[config.mk]
export PLATFORM = sky130hd
export DESIGN_NAME = frame_buf_rd_arbiter_flat
export DESIGN_NICKNAME = d
export VERILOG_FILES = /design/src/rtl/frame_buf_rd_arbiter_pkg.sv /design/src/rtl/frame_buf_rd_arbiter_if.sv /design/src/rtl/frame_buf_rd_arbiter_rd_tag_pipe.sv /design/src/rtl/frame_buf_rd_arbiter.sv /design/src/flat_wrapper.sv
export SDC_FILE = /design/constraint.sdc
export NUM_CORES = 1
export LEC_CHECK = 0
export CAP_MARGIN = 20
export CORE_ASPECT_RATIO = 2
export CORE_MARGIN = 3
export CORE_UTILIZATION = 38
export CTS_BUF_LIST = sky130_fd_sc_hd__clkbuf_4
export CTS_CLUSTER_DIAMETER = 120
export DETAILED_ROUTE_END_ITERATION = 7
export GPL_TIMING_DRIVEN = 0
export HOLD_SLACK_MARGIN = 0.05
export PLACE_DENSITY = 0.83
export SYNTH_ARGS = -nofsm -noshare
export SYNTH_HDL_FRONTEND = slang
export SYNTH_HIERARCHICAL = 1
export SYNTH_SLANG_ARGS = --single-unit
[constraint.sdc]
create_clock -name clk -period 2.4 [get_ports clk]
set_input_delay 0.36 -clock clk [delete_from_list [all_inputs] [get_ports clk]]
set_output_delay 0.36 -clock clk [all_outputs]
set_load 0.01 [all_outputs]
[src/rtl/frame_buf_rd_arbiter_pkg.sv]
// fb_pkg: frame-buffer geometry, requester IDs and read-arbiter FSM encoding.
package fb_pkg;
  localparam int DATA_WIDTH = 12;
  localparam int ADDR_W = 19;
  localparam int FRAME_PIX = 307200;
  localparam logic REQ_DISP = 1'b0;
  localparam logic REQ_FILT = 1'b1;
  typedef enum logic {WAIT_FRAME, SERVE} state_t;
endpackage

[src/rtl/frame_buf_rd_arbiter_if.sv]
// frame_buf_rd_arbiter_if: requester/BRAM-side bundle of the frame-buffer read arbiter.
interface frame_buf_rd_arbiter_if;
  import fb_pkg::*;
  logic i_flush;
  logic i_frame_done;
  logic o_frame_ready;
  logic i_req0;
  logic [ADDR_W-1:0] i_addr0;
  logic o_gnt0;
  logic o_vld0;
  logic i_req1;
  logic [ADDR_W-1:0] i_addr1;
  logic o_gnt1;
  logic o_vld1;
  logic [DATA_WIDTH-1:0] o_rdata;
  logic [ADDR_W-1:0] o_raddr;
  logic [DATA_WIDTH-1:0] i_bram_rdata;
  logic o_addr_err;
  modport master (
    output i_flush, i_frame_done, i_req0, i_addr0, i_req1, i_addr1, i_bram_rdata,
    input o_frame_ready, o_gnt0, o_vld0, o_gnt1, o_vld1, o_rdata, o_raddr, o_addr_err
  );
  modport slave (
    input i_flush, i_frame_done, i_req0, i_addr0, i_req1, i_addr1, i_bram_rdata,
    output o_frame_ready, o_gnt0, o_vld0, o_gnt1, o_vld1, o_rdata, o_raddr, o_addr_err
  );
endinterface

[src/rtl/frame_buf_rd_arbiter_rd_tag_pipe.sv]
// rd_tag_pipe: RD_LAT-deep delay line of {vld,id} matching the BRAM read latency.
module rd_tag_pipe #(
  parameter int RD_LAT = 1
) (
  input  logic clk,
  input  logic rst,
  input  logic i_clr,
  input  logic i_vld,
  input  logic i_id,
  output logic o_vld,
  output logic o_id
);
  logic [1:0] r_sr [RD_LAT];
  always_ff @(posedge clk or posedge rst)
    if (rst) for (int i = 0; i < RD_LAT; i++) r_sr[i] <= '0;
    else if (i_clr) for (int i = 0; i < RD_LAT; i++) r_sr[i] <= '0;
    else begin
      r_sr[0] <= {i_vld, i_id};
      for (int i = 1; i < RD_LAT; i++) r_sr[i] <= r_sr[i-1];
    end
  assign {o_vld, o_id} = r_sr[RD_LAT-1];
endmodule

[src/rtl/frame_buf_rd_arbiter.sv]
// frame_buf_rd_arbiter: shares the frame-buffer BRAM read port between scan-out and filter fetch.
module frame_buf_rd_arbiter
  import fb_pkg::*;
#(
  parameter int RD_LAT = 1,
  parameter int STARVE_MAX = 8
) (
  input logic clk,
  input logic rst,
  frame_buf_rd_arbiter_if.slave bus
);
  state_t r_state;
  logic [3:0] r_starve;
  logic [ADDR_W-1:0] r_raddr;
  logic r_addr_err;
  logic w_serve, w_gnt0, w_gnt1, w_gnt, w_bad, w_pvld, w_pid;
  logic [ADDR_W-1:0] w_gaddr, w_raddr;
  always_comb begin
    w_serve = r_state == SERVE && !bus.i_flush;
    w_gnt1 = w_serve && bus.i_req1 && (!bus.i_req0 || r_starve == 4'(STARVE_MAX));
    w_gnt0 = w_serve && bus.i_req0 && !w_gnt1;
    w_gnt = w_gnt0 || w_gnt1;
    w_gaddr = w_gnt1 ? bus.i_addr1 : bus.i_addr0;
    w_bad = w_gnt && w_gaddr >= ADDR_W'(FRAME_PIX);
    w_raddr = w_gnt ? (w_bad ? '0 : w_gaddr) : r_raddr;
  end
  // Starvation is only counted while serving so a fresh frame starts with REQ0 priority.
  always_ff @(posedge clk or posedge rst)
    if (rst) begin
      r_state <= WAIT_FRAME;
      r_starve <= '0;
      r_raddr <= '0;
      r_addr_err <= 1'b0;
    end else begin
      r_raddr <= w_raddr;
      r_addr_err <= r_addr_err | w_bad;
      if (bus.i_flush) begin
        r_state <= WAIT_FRAME;
        r_starve <= '0;
      end else begin
        if (r_state == WAIT_FRAME && bus.i_frame_done) r_state <= SERVE;
        r_starve <= (r_state != SERVE || !bus.i_req1 || w_gnt1) ? '0 :
                    (r_starve == 4'(STARVE_MAX)) ? r_starve : r_starve + 4'd1;
      end
    end
  rd_tag_pipe #(.RD_LAT(RD_LAT)) u_tag_pipe (
    .clk(clk),
    .rst(rst),
    .i_clr(bus.i_flush),
    .i_vld(w_gnt),
    .i_id(w_gnt1 ? REQ_FILT : REQ_DISP),
    .o_vld(w_pvld),
    .o_id(w_pid)
  );
  assign bus.o_gnt0 = w_gnt0;
  assign bus.o_gnt1 = w_gnt1;
  assign bus.o_raddr = w_raddr;
  assign bus.o_frame_ready = r_state == SERVE;
  assign bus.o_addr_err = r_addr_err;
  assign bus.o_vld0 = w_pvld && w_pid == REQ_DISP;
  assign bus.o_vld1 = w_pvld && w_pid == REQ_FILT;
  assign bus.o_rdata = w_pvld ? bus.i_bram_rdata : '0;
endmodule

[src/flat_wrapper.sv]
// flat-port wrapper written by rule: the top's interface ports become plain ports
module frame_buf_rd_arbiter_flat import fb_pkg::*;
#(
  parameter int RD_LAT = 1,
  parameter int STARVE_MAX = 8
)
  (clk, rst, bus_i_flush, bus_i_frame_done, bus_i_req0, bus_i_addr0, bus_i_req1, bus_i_addr1, bus_i_bram_rdata, bus_o_frame_ready, bus_o_gnt0, bus_o_vld0, bus_o_gnt1, bus_o_vld1, bus_o_rdata, bus_o_raddr, bus_o_addr_err);
  frame_buf_rd_arbiter_if bus_i ();
  input logic clk;
  input logic rst;
  input wire logic [$bits(bus_i.i_flush)-1:0] bus_i_flush;
  input wire logic [$bits(bus_i.i_frame_done)-1:0] bus_i_frame_done;
  input wire logic [$bits(bus_i.i_req0)-1:0] bus_i_req0;
  input wire logic [$bits(bus_i.i_addr0)-1:0] bus_i_addr0;
  input wire logic [$bits(bus_i.i_req1)-1:0] bus_i_req1;
  input wire logic [$bits(bus_i.i_addr1)-1:0] bus_i_addr1;
  input wire logic [$bits(bus_i.i_bram_rdata)-1:0] bus_i_bram_rdata;
  output wire logic [$bits(bus_i.o_frame_ready)-1:0] bus_o_frame_ready;
  output wire logic [$bits(bus_i.o_gnt0)-1:0] bus_o_gnt0;
  output wire logic [$bits(bus_i.o_vld0)-1:0] bus_o_vld0;
  output wire logic [$bits(bus_i.o_gnt1)-1:0] bus_o_gnt1;
  output wire logic [$bits(bus_i.o_vld1)-1:0] bus_o_vld1;
  output wire logic [$bits(bus_i.o_rdata)-1:0] bus_o_rdata;
  output wire logic [$bits(bus_i.o_raddr)-1:0] bus_o_raddr;
  output wire logic [$bits(bus_i.o_addr_err)-1:0] bus_o_addr_err;
  assign bus_i.i_flush = bus_i_flush;
  assign bus_i.i_frame_done = bus_i_frame_done;
  assign bus_i.i_req0 = bus_i_req0;
  assign bus_i.i_addr0 = bus_i_addr0;
  assign bus_i.i_req1 = bus_i_req1;
  assign bus_i.i_addr1 = bus_i_addr1;
  assign bus_i.i_bram_rdata = bus_i_bram_rdata;
  assign bus_o_frame_ready = bus_i.o_frame_ready;
  assign bus_o_gnt0 = bus_i.o_gnt0;
  assign bus_o_vld0 = bus_i.o_vld0;
  assign bus_o_gnt1 = bus_i.o_gnt1;
  assign bus_o_vld1 = bus_i.o_vld1;
  assign bus_o_rdata = bus_i.o_rdata;
  assign bus_o_raddr = bus_i.o_raddr;
  assign bus_o_addr_err = bus_i.o_addr_err;
  frame_buf_rd_arbiter #(.RD_LAT(RD_LAT), .STARVE_MAX(STARVE_MAX)) u_core (.clk(clk), .rst(rst), .bus(bus_i));
endmodule
==> summary.txt <==
STA
  – Worst-Margin Slew: 0.9654 ns
  – Skew final: 0.01261 ns
  – Fmax: 399.6 MHz
  – RSZ-0062 raised after global routing: true
  – Final min period: 2.502 ns
  – TNS Setup: -1.170 ns
  – Rel. slew slack: 35.57%
  – Max-slew violation count: 0
  – Final hold vios: 0
  – Fin worst setup slack: -0.1023 ns
  – Final period util: 104.3%
  – Setup Viol. Count Final: 18

Final layout
  – Synthesis-to-layout area growth: 106.1%
  – Sequential Area: 675.6 sq um
  – NumNets Final: 324
  – Fillers: roughly 190
  – Share of cells above drive strength 1: 39.25%
  – Area occupied by multi-input gates: 1135 sq um

CTS
  – CTS tree: built
  – Clock Path Buffers: 2
  – Clk slew on worst S/H paths: 0.14 ns
  – Clk Latency, worst-skew pair: 0.33 ns
  – CTS buffer count: 3
  – CTS Sinks: 27
  – H-tree depth: 1
  – CTS Root Cell: clkbuf_4

Synthesis
  – Synth Instances: between 100 and 150
  – Synthesized area: 1484 sq um
  – Number of synthesized register bits: 27
  – Largest family of logic cells by synthesized area: compound AO/OA/AOI/OAI gates
  – Post-synthesis adder-cell area fraction: 1.686%
  – Mean post-synth cell area: a little over 10 sq um
  – Distinct cell type count after synthesis: 31
  – Synth Area in Compound Gates: 23.52%
  – Syn_nets: 204
  – Xor/xnor share of the synthesized area: 1.180%
  – Simple-Gate Fraction of Synth Area: 18.80%
  – Register area share after synthesis: 45.53%
  – Synth Warn #: 6
  – Post-synthesis mux area share: 4.047%

Die
  – Core Box Area: ~3700 sq um
  – Standard-cell row count: 31
  – Die Y: 94.38 um
  – Initial Util: 40.27%
  – Die area: 4736 sq um
  – Chip width: 50.19 um
  – # IOs: 93

Power
  – Worst vdd ir: 0.0003886 V
  – P_leak: 1.322 nW
  – Power Dens Cells: about 440 nW/um^2
  – Power, Total: 0.001341 W

Hold path
  – Hold Path Class: input pin to async pin

Drt
  – Avg WL per Cell: about 22 um
  – Final wirelength: about 6.9 mm
  – Vias per std cell: 5.571
  – Vias: between 1,500 and 2,000
  – Detail Route Antenna Nets: 0
  – Initial drt markers: 37
  – Detailed-router iteration count before antenna repair: 6
  – DRC: 0

Setup path
  – CP peak stage delay: about 0.45 ns
  – Cells along the critical path: clkdlybuf4s50_1 > a21o_1 > a211oi_4 > o32ai_4 > buf_6 > o31ai_4 > buf_2
  – CP max FO: 5
  – CP Launch Type: input pin
  – Slowest cell on crit path: clkdlybuf4s50_1
  – CP endpoint kind: output pin
  – Worst path arrival time: 2.14 ns
  – Critical path required time: ~2.0 ns
  – CP Buf/Inv Count: 3
  – Type of the worst setup path: input pin to output pin
  – CP top delay family: compound AO/OA/AOI/OAI gates

Flow run
  – Max cap viols: 0

Status
  – Status: finished with violations
  – Failing checks: negative setup slack

Place
  – Port bufs: just over 90
  – Hpwl dp: 3.800 mm
  – Routability cong.: 0.7545

GRT
  – Largest net degree at the start of global routing: 26
  – Total grt overflow: 0
  – Initial antenna violation count: 1
  – Vias in the first global route: roughly 1,700
  – GRT Total Usage: 25.88%
  – First-pass GRT wire length: roughly 9.3 mm
flip-flops by register name, indices dropped and copies added (netlist names):
signal / flops
u_core/r_raddr: 19
u_core/u_tag_pipe/r_sr: 2
u_core/bus.o_addr_err: 1
u_core/bus.o_frame_ready: 1
u_core/r_starve: 4
layout make-up:
cell class	instances	area share (%)
flip-flops and latches	27	22.09
clock inverters	1	0.2455
clock buffers	3	0.7365
multi-input cells	104	37.11
inverters	7	0.8592
repair buffers	115	34.12
plain buffers	8	2.741
diodes	1	0.08183
well taps	49	2.005
layer usage:
layer | part of all wire, % | global-route usage, %
met1 | 34 | 27.55
met5 | 0 | 0
met3 | 5.8 | 3.476
met4 | 6.0 | 10.39
met2 | 54 | 49.24
cell usage in the layout (no fill, tap or decap), types with 4 or more instances in the layout:
master,netlist,final
buf_2,2,18
buf_6,2,8
dfrtp_1,27,27
clkdlybuf4s50_1,0,65
nand2_1,20,20
a22oi_2,0,11
nor2_1,6,6
dlymetal6s2s_1,0,6
inv_1,7,5
mux2i_2,0,4
buf_4,1,20
and2_1,14,13
o31ai_4,0,17
worst reg2reg max path, delay by kind of cell, from the launching register on:
| kind | cells | cell delay [ns] |
|---|---|---|
| adders and majority gates | 1 | 0.16 |
| and+or+nand+nor | 2 | 0.31 |
| AOI/OAI and AO/OA | 2 | 0.43 |
| buffers and inverters | 3 | 0.48 |
| DFF | 1 | 0.43 |
cells in the mapped netlist:
library cell | number | share of area, %
a211oi_2 | 2 | 1.7
a211oi_4 | 1 | 1.3
a21o_1 | 3 | 1.5
a21oi_1 | 2 | 0.67
a22oi_1 | 12 | 6.1
a32oi_1 | 1 | 0.59
and2_1 | 14 | 5.9
and2_4 | 1 | 0.59
and2b_1 | 1 | 0.51
and3_1 | 1 | 0.42
buf_2 | 2 | 0.67
buf_4 | 1 | 0.51
buf_6 | 2 | 1.5
clkbuf_1 | 3 | 0.76
dfrtp_1 | 27 | 46
ha_1 | 2 | 1.7
inv_1 | 7 | 1.8
mux2i_1 | 6 | 4.0
nand2_1 | 20 | 5.1
nand2b_2 | 1 | 0.59
nand3_1 | 3 | 1.0
nand3b_4 | 1 | 1.3
nand4b_1 | 1 | 0.59
nor2_1 | 6 | 1.5
nor2b_1 | 3 | 1.3
o21ai_0 | 1 | 0.34
o21ai_1 | 1 | 0.34
o31ai_1 | 18 | 9.1
o32ai_4 | 1 | 1.9
xnor2_1 | 1 | 0.59
xor2_1 | 1 | 0.59
through the flow:
step           setup WS, ns  instance area, sq um  cells  hold slack (ns)  utilization [%]
2_1_floorplan        0.2693                  1484    146           0.1012                -
3_3_place_gp        -0.7692                  2456    286           0.4378            66.66
3_5_place_dp        -0.7699                  2456    286           0.4434            66.66
4_1_cts            -0.06990                  2809    307           0.1863            76.23
5_1_grt             -0.1812                  3058    315           0.1921            82.99
6_report            -0.1023                  3058    315           0.2098            82.99
cell families after synthesis:
family,Yosys count
compound gates,42
simple gates,52
flops,27
buf+inv,15
fa+ha+maj,2
xor+xnor,2
mux,6
power by group:
part           total (W)  leakage [nW]  internal, W  switching (W)
clock           0.000202        0.0140    0.0000638       0.000138
sequential      0.000541         0.351     0.000516      0.0000258
combinational   0.000598         0.958     0.000302       0.000296
total            0.00134          1.32     0.000881       0.000460
path summary, 6_finish.rpt:
path	slack, ns	cells past startpoint	startpoint	to
min in group clk	0.49	2	u_core/r_raddr[4]$_DFF_PP0_	u_core/r_raddr[4]$_DFF_PP0_
worst max-delay path	-0.10	7	bus_i_addr0[12]	bus_o_raddr[11]
worst min-delay path	0.21	2	rst	u_core/u_tag_pipe/r_sr[0]$_DFF_PP0_
max in group asynchronous	1.24	2	rst	u_core/r_raddr[17]$_DFF_PP0_
worst min register to register	0.49	2	u_core/r_raddr[4]$_DFF_PP0_	u_core/r_raddr[4]$_DFF_PP0_
worst max register to register	0.53	8	u_core/r_starve[0]$_DFFE_PP0P_	u_core/r_raddr[7]$_DFF_PP0_
timing repair:
item / in CTS / in global routing
hold buffers: 0 / 0
resized for setup: 140 / 35
endpoints found under the setup margin: 20 / 20
endpoints found under the hold margin: 0 / 0
gates cloned: 1 / 0
setup buffers: 16 / 7
pin swaps: 18 / 27
No activity file was read; power rests on OpenSTA's default activity.
